`src/rtl/xor_mask_pkg.sv`:
```
// Shared definitions for the masked-XOR pipeline: width defaults, the S1 stage
// record and the parity helper.
package xor_mask_pkg;

  localparam int WIDTH_DEFAULT = 8;
  localparam int MAX_WIDTH     = 64;

  // Data fields are held at the maximum width; bits above WIDTH are always zero.
  typedef struct packed {
    logic                 valid;
    logic                 acc_en;
    logic [MAX_WIDTH-1:0] x;
    logic [MAX_WIDTH-1:0] am;
    logic [MAX_WIDTH-1:0] m;
  } s1_rec_t;

  function automatic logic parity_of(input logic [MAX_WIDTH-1:0] v);
    return ^v;
  endfunction

endpackage

```
`src/rtl/xor_mask_core.sv`:
```
// Per-beat combinational function between S1 and S2: mask the XOR term, then
// fold in the pre-masked operand B.
module xor_mask_core
  import xor_mask_pkg::*;
#(
  parameter int W = MAX_WIDTH
) (
  input  logic [W-1:0] x,
  input  logic [W-1:0] am,
  input  logic [W-1:0] m,
  output logic [W-1:0] r
);

  logic [W-1:0] masked_s;

  always_comb begin
    masked_s = x & m;
    r        = masked_s ^ am;
  end

endmodule

```
`src/rtl/xor_mask_pipe.sv`:
```
// Two-stage valid/ready pipeline computing ((in1^in2)&m)^(in2&m) with an
// optional running XOR accumulator applied at the output stage.
module xor_mask_pipe
  import xor_mask_pkg::*;
#(
  parameter int WIDTH = WIDTH_DEFAULT
) (
  input  logic             clk,
  input  logic             rst_n,
  input  logic             in_valid,
  output logic             in_ready,
  input  logic [WIDTH-1:0] in1,
  input  logic [WIDTH-1:0] in2,
  input  logic             mask_we,
  input  logic [WIDTH-1:0] mask_in,
  input  logic             acc_en,
  input  logic             acc_clr,
  output logic             out_valid,
  input  logic             out_ready,
  output logic [WIDTH-1:0] out,
  output logic             parity
);

  localparam int MW = MAX_WIDTH;

  logic [WIDTH-1:0] m_q, m_d;
  s1_rec_t          s1_q, s1_d;
  logic             s2_valid_q, s2_valid_d;
  logic             s2_acc_en_q, s2_acc_en_d;
  logic [MW-1:0]    s2_r_q, s2_r_d;
  logic [MW-1:0]    out_q, out_d;
  logic             parity_q, parity_d;
  logic [MW-1:0]    acc_q, acc_d;
  logic [MW-1:0]    r_s;
  logic             s2_adv_s;
  logic             xfer_s;

  xor_mask_core #(.W(MW)) u_core (
    .x  (s1_q.x),
    .am (s1_q.am),
    .m  (s1_q.m),
    .r  (r_s)
  );

  always_comb begin
    s2_adv_s = !s2_valid_q || out_ready;
    in_ready = !s1_q.valid || s2_adv_s;
    xfer_s   = s2_valid_q && out_ready;

    // Clear takes effect first, so a coincident accumulating transfer leaves r.
    acc_d = acc_q;
    if (xfer_s && s2_acc_en_q) begin
      acc_d = acc_clr ? s2_r_q : out_q;
    end else if (acc_clr) begin
      acc_d = {MW{1'b0}};
    end else begin
      acc_d = acc_q;
    end

    m_d = mask_we ? mask_in : m_q;

    // Idle beats load zeros so undriven operands never reach the datapath.
    s1_d = s1_q;
    if (in_ready) begin
      if (in_valid) begin
        s1_d.valid  = 1'b1;
        s1_d.acc_en = acc_en;
        s1_d.x      = MW'(in1 ^ in2);
        s1_d.am     = MW'(in2 & m_q);
        s1_d.m      = MW'(m_q);
      end else begin
        s1_d = '0;
      end
    end else begin
      s1_d = s1_q;
    end

    // The presented value is fixed on entry to S2 using the post-edge acc.
    s2_valid_d  = s2_valid_q;
    s2_acc_en_d = s2_acc_en_q;
    s2_r_d      = s2_r_q;
    out_d       = out_q;
    if (s2_adv_s) begin
      s2_valid_d  = s1_q.valid;
      s2_acc_en_d = s1_q.acc_en;
      s2_r_d      = r_s;
      if (!s1_q.valid) begin
        out_d = {MW{1'b0}};
      end else if (s1_q.acc_en) begin
        out_d = acc_d ^ r_s;
      end else begin
        out_d = r_s;
      end
    end else begin
      out_d = out_q;
    end
    parity_d = parity_of(out_d);
  end

  always_ff @(posedge clk) begin
    if (!rst_n) begin
      m_q         <= {WIDTH{1'b1}};
      s1_q        <= '0;
      s2_valid_q  <= 1'b0;
      s2_acc_en_q <= 1'b0;
      s2_r_q      <= {MW{1'b0}};
      out_q       <= {MW{1'b0}};
      parity_q    <= 1'b0;
      acc_q       <= {MW{1'b0}};
    end else begin
      m_q         <= m_d;
      s1_q        <= s1_d;
      s2_valid_q  <= s2_valid_d;
      s2_acc_en_q <= s2_acc_en_d;
      s2_r_q      <= s2_r_d;
      out_q       <= out_d;
      parity_q    <= parity_d;
      acc_q       <= acc_d;
    end
  end

  assign out_valid = s2_valid_q;
  assign out       = out_q[WIDTH-1:0];
  assign parity    = parity_q;

endmodule

```
`config.mk`:
```
export PLATFORM = sky130hd
export DESIGN_NAME = xor_mask_pipe
export DESIGN_NICKNAME = d
export VERILOG_FILES = /design/src/rtl/xor_mask_pkg.sv /design/src/rtl/xor_mask_core.sv /design/src/rtl/xor_mask_pipe.sv
export SDC_FILE = /design/constraint.sdc
export NUM_CORES = 1
export LEC_CHECK = 0
export ABC_AREA = 1
export CAP_MARGIN = 15
export CORE_UTILIZATION = 63
export CTS_CLUSTER_DIAMETER = 40
export DETAILED_ROUTE_END_ITERATION = 8
export PLACE_DENSITY_LB_ADDON = 0.25
export SKIP_LAST_GASP = 1
export SYNTH_ARGS = -nofsm -noshare
export SYNTH_HDL_FRONTEND = slang
export SYNTH_HIERARCHICAL = 1
export SYNTH_SLANG_ARGS = --single-unit
```
`constraint.sdc`:
```
create_clock -name clk -period 2.5 [get_ports clk]
set_clock_uncertainty 0.15 [all_clocks]
set_input_delay 0.25 -clock clk [delete_from_list [all_inputs] [get_ports clk]]
set_output_delay 0.25 -clock clk [all_outputs]
set_load 0.005 [all_outputs]
```
==> impl_metrics.env, run 1 <==
export IMPL_grt_usage_pct=75.02
export IMPL_io_buffers=41
export IMPL_die_w_um=149.9
export IMPL_dp_hpwl_mm=26.89
export IMPL_yosys_warnings=6
export IMPL_rows=53
export IMPL_worstEpCategory="register input"
export IMPL_syn_inst=2410
export IMPL_htreeDepth=2
export IMPL_yosysSeqAreaShare_pct=33.28
export IMPL_io_pins=42
export IMPL_cts_sinks=229
export IMPL_error="[ERROR GRT-0232] Routing congestion too high. Check the congestion heatmap in the GUI."
export IMPL_initial_utilization_pct=64.92
export IMPL_dp_cells=3153
export IMPL_grt_max_degree=63
export IMPL_synth_avg_cell_area_sq_um=5.717
export IMPL_async_flop_share_pct=0
export IMPL_postGrtWorstEndpoint="parity$_SDFF_PN0_/D"
export IMPL_synth_edf_count=0
export IMPL_netlist_area_sq_mm=0.01378
export IMPL_grt_ovfl_total=117
export IMPL_ys_flop_type="dfxtp_1"
export IMPL_gp_congestion=0.8482
export IMPL_synth_top_area_share_pct=33.28
export IMPL_root_buffer="clkbuf_16"
export IMPL_status="aborted with a tool error"
export IMPL_synth_cell_types=24
export IMPL_synthTopCellsByArea="dfxtp_1 (33%), nand2_1 (27%), nor2_1 (8.8%)"
export IMPL_clock_path_buffers=3
export IMPL_numCtsBuffers=37
export IMPL_lastStage="global routing"
export IMPL_fp_dieH_um=149.9
export IMPL_placed_area_sq_mm=0.01701
export IMPL_synth_seq_cells=229
export IMPL_yosysTopAreaCell="dfxtp_1"
==> timing repair <==
item                                    4_1_cts
pin swaps                                    39
endpoints found under the setup margin        2
cloned                                        3
setup buffers                                 9
resized for setup                            96
hold buffers                                  0
==> logic make-up after synthesis <==
logic type,count (synthesis),share of synthesized area [%]
AO/OA/AOI/OAI,309,11.57
XOR/XNOR,8,0.5086
buffers and inverters,329,10.47
flip-flops,229,33.28
other,1,0.02722
AND/OR/NAND/NOR,1534,44.15
==> through the flow <==
| stage | setup TNS, ps | worst slack (ps) |
|---|---|---|
| 2_1_floorplan | 0 | 259.6 |
| 3_5_place_dp | -1177 | -664.8 |
| 3_3_place_gp | -581.7 | -549.3 |
| 4_1_cts | -283.5 | -283.5 |
==> per-layer routing <==
layer  GRT usage (%)  GRT overflow
met1           74.15             1
met2           93.45            57
met3           58.48             3
met4           75.51            56
met5           25.68             0
==> synth_stat cells (18+ instances only) <==
library cell,number
buf_2,18
nand4_1,18
nand2_1,998
buf_4,23
o21ai_1,81
o21ai_0,80
nand3_1,172
clkbuf_1,57
a21oi_1,134
dfxtp_1,229
inv_1,187
inv_2,25
nor2_1,324
==> inputs of run 2 (changes only) <==
--- a/config.mk
+++ b/config.mk
@@ -7,10 +7,9 @@
 export LEC_CHECK = 0
 export ABC_AREA = 1
 export CAP_MARGIN = 15
-export CORE_UTILIZATION = 63
-export CTS_CLUSTER_DIAMETER = 40
+export CORE_UTILIZATION = 40
 export DETAILED_ROUTE_END_ITERATION = 8
-export PLACE_DENSITY_LB_ADDON = 0.25
+export PLACE_DENSITY_LB_ADDON = 0.15
 export SKIP_LAST_GASP = 1
 export SYNTH_ARGS = -nofsm -noshare
 export SYNTH_HDL_FRONTEND = slang
==> run 2 against run 1 <==
Effect of this change:
- the flow now finishes, with violations (negative setup slack)
- synthesized area stayed put
- synthesized cell count stayed put
==> impl_metrics.env, run 2 <==
export IMPL_diodes=0
export IMPL_crit_path_end="parity$_SDFF_PN0_"
export IMPL_cp_depth=22
export IMPL_antenna_found_initial=0
export IMPL_post_route_period_util_pct=106.2
export IMPL_ys_flop_type="dfxtp_1"
export IMPL_die_area_sq_mm=0.03519
export IMPL_grt_pass1_vias=14200
export IMPL_synthTopCellsByArea="dfxtp_1 (33%), nand2_1 (27%), nor2_1 (8.8%)"
export IMPL_initial_utilization_pct=40.88
export IMPL_timing_fmax_mhz=376.8
export IMPL_io_pins=42
export IMPL_numCtsBuffers=27
export IMPL_clock_path_buffers=3
export IMPL_design_area_sq_mm=0.01829
export IMPL_syn_inst=2410
export IMPL_crit_arrival_ps=2930
export IMPL_clk_latency_ps=530
export IMPL_layout_common_cells="nand2_1 (993), conb_1 (336), nor2_1 (319), dfxtp_1 (227), buf_4 (187)"
export IMPL_htreeDepth=1
export IMPL_synth_avg_cell_area_sq_um=5.717
export IMPL_worstReg2RegEnd="parity$_SDFF_PN0_"
export IMPL_rrSetupSlack_ps=-150
export IMPL_crit_path_end_kind="flip-flop"
export IMPL_yosysSeqAreaShare_pct=33.28
export IMPL_holdWs_ps=135.5
export IMPL_io_buffers=41
export IMPL_synth_cell_types=24
export IMPL_violations="negative setup slack"
export IMPL_fin_nets=2945
export IMPL_drtIter0Drc=767
export IMPL_pre_cts_slack_ps=-599.1
export IMPL_grt_ovfl_total=0
export IMPL_reg_largest_list="acc_q (64), out_q (64), s2_r_q (64)"
export IMPL_synth_edf_count=0
export IMPL_rows=67
export IMPL_wl_mm=37.74
export IMPL_hold_viol=0
export IMPL_wl_per_cell_um=11.16
export IMPL_layout_commonest_cell="nand2_1"
export IMPL_yosysMostFrequentCell="nand2_1"
export IMPL_placed_area_sq_mm=0.01718
export IMPL_vdd_ir_drop_max_mv=0.4742
export IMPL_gp_congestion=0.8181
export IMPL_fin_ws_ps=-153.8
export IMPL_cp_max_fo=11
export IMPL_cts_tree="done"
export IMPL_start_kind="flip-flop"
export IMPL_drive_gt1_share_pct=11.56
export IMPL_crit_start="s2_acc_en_q$_SDFFE_PN0N_"
export IMPL_critPathBufInv=3
export IMPL_async_flop_share_pct=0
export IMPL_reg2reg_from="s2_acc_en_q$_SDFFE_PN0N_"
export IMPL_crit_required_ps=2780
export IMPL_cts_sinks=229
export IMPL_p_per_area_mw_per_mm2=515.0
export IMPL_cpMaxStageDelayCell="dfxtp_4"
export IMPL_fp_dieH_um=187.6
export IMPL_period_minus_slack_ps=2654
export IMPL_dp_hpwl_mm=24.97
export IMPL_crit_chain="nand3_4 -> clkinv_4 -> buf_12 -> buf_4 -> o21ai_1 -> nand2_1 -> nand2_1 -> nand2_1 -> o21ai_1 -> nand2_1 -> nand2_1 -> nand2_1 -> nand2_1 -> nand2_1 -> nand2_1 -> nand2_1 -> nand2_2 -> nand3_1 -> nand2_1 -> nand2_1 -> nand2_1 -> nor2_2"
export IMPL_rsz0062_at_grt="yes"
export IMPL_yosys_warnings=6
export IMPL_root_buffer="clkbuf_16"
export IMPL_die_w_um=187.6
export IMPL_crit_family="simple AND/OR/NAND/NOR gates"
export IMPL_r2r_cells=22
export IMPL_yosysTopAreaCell="dfxtp_1"
export IMPL_via_per_inst=4.503
export IMPL_core_sq_mm=0.03370
export IMPL_synth_top_area_share_pct=33.28
export IMPL_status="finished, violations left"
export IMPL_synth_commonest_cells="nand2_1 (998), nor2_1 (324), dfxtp_1 (229)"
export IMPL_dp_cells=3324
export IMPL_grt_usage_pct=21.67
export IMPL_path_class="flip-flop to flip-flop"
export IMPL_maxSlewViolCount=0
export IMPL_syn_to_final_growth_pct=32.72
export IMPL_setup_violations=1
export IMPL_min_path_type="input pin to flip-flop"
export IMPL_netlist_area_sq_mm=0.01378
export IMPL_p_leak_uw=0.009010
export IMPL_drt_pass1_iterations=7
export IMPL_synth_seq_cells=229
export IMPL_maxCapViolCount=0
export IMPL_clkTransAtPathRegs_ps=60
export IMPL_vias=15220
export IMPL_grt_max_degree=79
export IMPL_grt_pass1_wl_mm=64.49
export IMPL_fin_cells=3380
export IMPL_postRouteAntennaNets=0
export IMPL_slowest_delay_ps=360
export IMPL_drcViolationCount=0
export IMPL_cpMostUsedCell="nand2_1"
-- run 2: cell counts after synthesis --
Identical to the previous run, type by type.
-- run 2: how the worst min path moves through the flow --
| stage | cells past startpoint | to | startpoint |
|---|---|---|---|
| 2_1_floorplan | 2 | m_q[7]$_SDFFE_PN1P_ | mask_in[7] |
| 3_3_place_gp | 2 | s2_r_q[29]$_SDFFE_PN0N_ | s2_r_q[29]$_SDFFE_PN0N_ |
| 3_5_place_dp | 2 | s2_r_q[17]$_SDFFE_PN0N_ | s2_r_q[17]$_SDFFE_PN0N_ |
| 4_1_cts | 3 | m_q[6]$_SDFFE_PN1P_ | mask_in[6] |
| 5_1_grt | 3 | m_q[6]$_SDFFE_PN1P_ | mask_in[6] |
| 6_report | 3 | m_q[6]$_SDFFE_PN1P_ | mask_in[6] |
-- run 2: kinds of logic (layout without fill, tap and decap cells) --
family	after synthesis	after routing	synth area share, %
other	1	336	0.02722
buffers and inverters	329	516	10.47
flip-flops	229	229	33.28
AO/OA/AOI/OAI	309	309	11.57
AND/OR/NAND/NOR	1534	1534	44.15
XOR/XNOR	8	8	0.5086
-- run 2: what timing repair did --
item,in CTS,in global routing
hold endpoints to repair,9,0
hold buffers,1,0
gates cloned,2,0
resized for setup,22,6
setup endpoints to repair,2,2
pin swaps,3,0
buffers inserted,5,2
-- run 2: stage by stage --
step	setup TNS, ps	util (%)	total power (uW)
finish	-153.8	54.26	9417
global route	-382.8	54.26	9885
CTS	-185.4	54.12	9452
detailed placement	-1072	50.98	5464
global placement	-785.3	50.98	5434
floorplan	0	-	5000
-- run 2: layer usage --
metal / track usage, % / vias up / wire length [um]
li1: - / 8175 / -
met1: 26.94 / 6765 / 17510
met2: 39.50 / 226 / 18270
met3: 2.283 / 54 / 1230
met4: 5.629 / 0 / 732
met5: 0 / - / 0
-- run 2: final cells by class --
type / count / area, sq um
fillers: 3467 / 15410
flip-flops and latches: 229 / 4592
repair buffers: 256 / 2362
inverters: 213 / 808.3
clock inverters: 8 / 92.59
clock buffers: 39 / 790.8
multi-input cells: 2187 / 9079
well taps: 448 / 560.5
-- run 2: tightest hold or removal path, cell delays in order --
cell	delay, ps
clkdlybuf4s50_1	390
nand2_1	60
nand3_1	60
-- run 2: where the power goes --
part | total, uW | switching [uW] | leakage [uW] | internal [uW]
sequential | 3890 | 85.6 | 0.00187 | 3810
clock | 3960 | 1580 | 0.000437 | 2380
combinational | 1560 | 976 | 0.00670 | 585
total | 9420 | 2640 | 0.00901 | 6770
Note: power is estimated with default switching activity, not from simulation.
==> variant 1 (config.mk and constraints of run 2) <==
Make the reset (`rst_n`) asynchronous in one clocked block.
--- a/src/rtl/xor_mask_pipe.sv
+++ b/src/rtl/xor_mask_pipe.sv
@@ -97,7 +97,7 @@
     parity_d = parity_of(out_d);
   end
 
-  always_ff @(posedge clk) begin
+  always_ff @(posedge clk or negedge rst_n) begin
     if (!rst_n) begin
       m_q         <= {WIDTH{1'b1}};
       s1_q        <= '0;
Formal check against the unedited RTL: differs if rst_n is asserted again (counterexample within 4 cycles, from zero or initial values and one cycle with rst_n low); with rst_n held inactive, the same outputs for 4 cycles.
==> variant 1 against run 2 <==
  * The run still ends with negative setup slack left
  * Sequential share of layout area increased by 4.5 points
  * Wire length decreased by 2.5%
  * Via count decreased by 4.0%
  * Setup slack improved by 91 ps
  * Non-clock buffer count decreased by 64
  * Sequential cell count unchanged
  * Critical path depth increased by 1
  * Global-route usage decreased by 1.3 points
  * Final area increased by 6.0%
  * Synthesized area increased by 6.6%
  * Largest cell class unchanged
Power is not compared: it rests on default switching activity, and its combinational part moved more than twofold at a synthesized area within 25%.
==> variant 1: results (changes against run 2) <==
Parameter                              Value

Timing
  Total of endpoints with negative setup slack in the final report ... 1 (unchanged)
  Final worst-path setup slack ... -63.06 ps (was -153.8 ps)

Run status
  Run status ... complete, but fails checks (unchanged)
  Violated checks ... negative setup slack (unchanged)

Placement
  Post-DP HPWL ... 24.75 mm (was 24.97 mm)
  PortBufs ... 41 (unchanged)
  Post-DP Area ... 0.01766 mm2 (was 0.01718 mm2)
  Placed Cells ... 3179 (was 3324)
  RD Place Congestion ... 0.7972 (was 0.8181)

Layout
  Layout cell share with drive strength beyond 1 ... 11.52% (was 11.56%)
  Fillers ... 3456 (was 3467)
  Nets ... 2805 (was 2945)

GRT
  First-pass GRT wire length ... 64.76 mm (was 64.49 mm)
  Vias in the first global route ... 14250 (was 14200)
  Pin count of the biggest net entering global routing ... 63 (was 79)
  Overall track demand over capacity in global routing ... 20.33% (was 21.67%)
  Initial antenna violation count ... 0 (unchanged)

Drt
  Per-cell via count in the routed design ... 4.486 (was 4.503)
  Routed wire per std cell ... 11.30 um (was 11.16 um)
  Vias after detailed routing ... 14610 (was 15220)
  DRT Pass-1 Iters ... 5 (was 7)
  Detailed Route Iter0 Violations ... 532 (was 767)

Critical path
  Maximum fanout count along the critical path ... 7 (was 11)
  Worst endpoint data arrival time ... 2840 ps (was 2930 ps)
  Number of cell instances on the worst register-to-register path ... 23 (was 22)
  Start of the worst register-to-register path ... out_valid (was s2_acc_en_q)
  Reg-to-reg critical path endpoint ... parity (unchanged)
  Maximum single-stage delay on the critical path ... 440 ps (was 360 ps)
  Slowest library cell on the worst path ... sky130_fd_sc_hd__dfrtp_2 (was sky130_fd_sc_hd__dfxtp_4)
  Worst-case register-to-register setup slack ... -60 ps (was -150 ps)

Min path
  Hold crit path type ... in -> async (was in -> reg)

CTS
  TritonCTS buffer count ... 29 (was 27)
  CTS HTree Levels ... 1 (unchanged)
  Worst-skew pair later-pin latency ... 550 ps (was 530 ps)

Yosys
  Largest cells by area after synthesis ... sky130_fd_sc_hd__dfrtp_1, sky130_fd_sc_hd__nand2_1, sky130_fd_sc_hd__nand3_1 (was sky130_fd_sc_hd__dfxtp_1, sky130_fd_sc_hd__nand2_1, sky130_fd_sc_hd__nor2_1)
  Dominant register cell in the synthesized netlist ... sky130_fd_sc_hd__dfrtp_1 (was sky130_fd_sc_hd__dfxtp_1)
  Post-synthesis sequential area ratio ... 39.07% (was 33.28%)
  Synth Instances ... 2314 (was 2410)
  Share of async-settable or async-resettable flops after synthesis ... 100.0% (was 0%)
  Library cells used by synthesis ... 31 (was 24)
  Most common library cells after synthesis ... sky130_fd_sc_hd__nand2_1, sky130_fd_sc_hd__inv_1, sky130_fd_sc_hd__dfrtp_1 (was sky130_fd_sc_hd__nand2_1, sky130_fd_sc_hd__nor2_1, sky130_fd_sc_hd__dfxtp_1)

Power
  Static leakage ... 10.23 nW
  Maximum vdd ir drop ... 0.5099 mV
-- variant 1: routing by layer --
layer	vias to the layer above	GRT usage (%)	wire length, um	part of all wire (%)
met2	174	36.40	17870	49
li1	7734	-	-	-
met3	42	1.913	1018	2.8
met4	0	4.622	553	1.5
met5	-	0	0	0
met1	6656	26.42	17370	47
-- variant 1: timing repair --
item | in CTS | in global routing
gates resized for setup | 85 | 27
setup endpoints to repair | 2 | 3
gates cloned | 3 | 2
hold buffers | 1 | 0
pin swaps | 28 | 7
endpoints found under the hold margin | 221 | 0
buffers inserted | 19 | 0
-- variant 1: power by group --
part	total [W]	internal [W]	switching (W)	leakage [nW]
clock	0.00463	0.00294	0.00169	0.518
sequential	0.00446	0.00422	0.000242	2.95
combinational	0.00368	0.00143	0.00225	6.76
-- variant 1: area by class of cell --
class                   instances  share of cell area [%]
clock buffers                  40                   4.317
clock inverters                12                   1.116
inverters                     268                   5.240
multi-input cells            2054                   45.82
flip-flops and latches        229                   29.63
well taps                     461                   2.975
repair buffers                192                   10.91
-- variant 1: cell families (layout without fill, tap and decap cells) --
kind of cell / count (synthesis) / in the layout / synth area share (%)
AOI/OAI and AO/OA: 160 / 160 / 6.081
and+or+nand+nor: 1550 / 1550 / 43.55
buffers and inverters: 366 / 512 / 10.79
other: 1 / 336 / 0.02552
xor gates and xnor gates: 8 / 8 / 0.4769
DFF: 229 / 229 / 39.07
-- variant 1: stage by stage --
step | setup WS, ps | util (%) | hold WS [ps] | setup TNS, ps
after floorplan | 297.7 | - | -195.6 | 0
after global placement | -487.5 | 49.30 | 61.23 | -4813
after detailed placement | -510.3 | 49.30 | 61.99 | -5837
after CTS | -39.89 | 53.76 | 47.96 | -78.96
after global routing | -331.8 | 54.12 | 81.58 | -345.2
final | -63.06 | 54.12 | 60.46 | -63.06
-- variant 1: worst max path at each step --
stage	start	endpoint	slack (ps)
final	out_valid	parity	-60
after global routing	out_valid	parity	-330
after CTS	out_valid	in_ready	-40
after detailed placement	out_ready	parity	-510
after global placement	out_ready	parity	-490
after floorplan	out_valid	parity	300
==> variant 2 (settings of run 2) <==
Without the edit above. Change the package constant `WIDTH_DEFAULT` from 8 to 12.
--- a/src/rtl/xor_mask_pkg.sv
+++ b/src/rtl/xor_mask_pkg.sv
@@ -2,7 +2,7 @@
 // record and the parity helper.
 package xor_mask_pkg;
 
-  localparam int WIDTH_DEFAULT = 8;
+  localparam int WIDTH_DEFAULT = 12;
   localparam int MAX_WIDTH     = 64;
 
   // Data fields are held at the maximum width; bits above WIDTH are always zero.
Ports: changed (resized in1, in2, mask_in and out); port bits go from 42 to 58. The function was not compared with the original's and may differ.
==> variant 2 against run 2 <==
  * The run still ends with negative setup slack left
  * Wire length rose by 8.2%
  * Clock power rose by 11%
  * Via count is 4.8% higher
  * Final area is 7.8% higher
  * Sequential cell count is 16 higher
  * Synthesized cell count is 4.3% higher
  * Synthesized area rose by 3.8%
  * Setup slack got worse by 16 ps
  * Critical path depth grew 3
  * Non-clock buffer count grew 36
  * Power is 8.9% higher
  * Utilization grew 2.2 points
  * Largest cell class unchanged
  * Highest routed layer unchanged
==> variant 2: results (changes against run 2) <==
Parameter                              Value

Critical path
  Start of the worst register-to-register path ... out_valid (was s2_acc_en_q)
  Worst endpoint data arrival time ... 2970 ps (was 2930 ps)
  Number of cell instances on the worst register-to-register path ... 25 (was 22)

GRT
  First-pass GRT wire length ... 67.15 mm (was 64.49 mm)
  Overall track demand over capacity in global routing ... 22.15% (was 21.67%)
  Vias in the first global route ... 14730 (was 14200)

Drt
  Vias after detailed routing ... 15960 (was 15220)
  Length of routed met2 wiring ... 19.95 mm (was 18.27 mm)
  Detailed Route Iter0 Violations ... 791 (was 767)
  Routed length on met1 ... 18.77 mm (was 17.51 mm)
  DRT Pass-1 Iters ... 6 (was 7)

Layout
  Fillers ... 3421 (was 3467)
  Layout cell share with drive strength beyond 1 ... 13.38% (was 11.56%)
  Nets ... 3069 (was 2945)
  Final cell count without fillers ... 3504 (was 3380)

Placement
  RD Place Congestion ... 0.8111 (was 0.8181)
  PortBufs ... 57 (was 41)
  Placed Cells ... 3435 (was 3324)
  Post-DP HPWL ... 26.54 mm (was 24.97 mm)

Run status
  Run status ... complete, but fails checks (unchanged)
  Violated checks ... negative setup slack (unchanged)

Min path
  Hold Path End ... m_q[8] (was m_q[6])

Yosys
  Largest cells by area after synthesis ... sky130_fd_sc_hd__dfxtp_1, sky130_fd_sc_hd__nand2_1, sky130_fd_sc_hd__nor2_1 (unchanged)
  Post-synthesis sequential area ratio ... 34.28% (was 33.28%)
  Synth Instances ... 2514 (was 2410)

CTS
  Worst-skew pair later-pin latency ... 570 ps (was 530 ps)

Power
  Static leakage ... 9.500 nW (was 9.010 nW)
  Maximum vdd ir drop ... 0.5586 mV (was 0.4742 mV)

Timing
  Summed negative setup slack over all endpoints ... -170.2 ps (was -153.8 ps)
  Total of endpoints with negative setup slack in the final report ... 1 (unchanged)
  Final worst-path setup slack ... -170.2 ps (was -153.8 ps)
==> variant 2: area by class of cell <==
| type | count | area, um2 | share of cell area, % |
|---|---|---|---|
| clock buffers | 45 | 887.1 | 4.500 |
| clock inverters | 10 | 111.4 | 0.5649 |
| inverters | 209 | 798.3 | 4.050 |
| well taps | 455 | 569.3 | 2.888 |
| flip-flops and latches | 245 | 4907 | 24.90 |
| multi-input cells | 2248 | 9602 | 48.71 |
| repair buffers | 292 | 2836 | 14.39 |
==> variant 2: worst max path at each step <==
| stage | endpoint |
|---|---|
| 2_1_floorplan | parity |
| 3_3_place_gp | parity |
| 6_report | parity |
| 3_5_place_dp | parity |
| 5_1_grt | parity |
| 4_1_cts | parity |
==> variant 2: timing repair <==
| item | 4_1_cts | 5_1_grt |
|---|---|---|
| setup buffers | 4 | 6 |
| pin swaps | 3 | 29 |
| endpoints found under the setup margin | 2 | 2 |
| gates cloned | 2 | 2 |
| hold buffers | 0 | 0 |
| gates resized for setup | 42 | 108 |
==> variant 2: report_power, final <==
group / internal (W) / switching [W]
Sequential: 0.00408 / 0.0000891
Combinational: 0.000661 / 0.00104
Clock: 0.00264 / 0.00175
Total: 0.00738 / 0.00288
==> variant 2: through the flow <==
stage | cell area (um2) | worst slack (ps) | hold WS, ps
2_1_floorplan | 15470 | 228.3 | 222.1
3_3_place_gp | 17990 | -676.0 | 293.0
3_5_place_dp | 17990 | -696.7 | 297.2
4_1_cts | 19250 | -127.4 | 64.99
5_1_grt | 19710 | -440.0 | 82.16
6_report | 19710 | -170.2 | 78.94
==> variant 2: cell families after synthesis <==
| kind of cell | Yosys count | share of synthesized area (%) |
|---|---|---|
| other cells | 1 | 0.02621 |
| xor+xnor | 12 | 0.7346 |
| buf+inv | 332 | 9.594 |
| simple gates | 1581 | 43.22 |
| flops | 245 | 34.28 |
| compound gates | 343 | 12.14 |
==> variant 2: per-layer routing <==
metal	vias to the layer above	GRT usage (%)
li1	8554	-
met1	7099	26.97
met2	247	41.00
met3	57	2.368
met4	0	5.708
met5	-	0
==> variant 2: worst max-delay path: cells and delay by family, from the launching register on <==
kind | cells | cell delay, ps
and+or+nand+nor | 19 | 1440
buffers and inverters | 6 | 640
DFF | 1 | 330
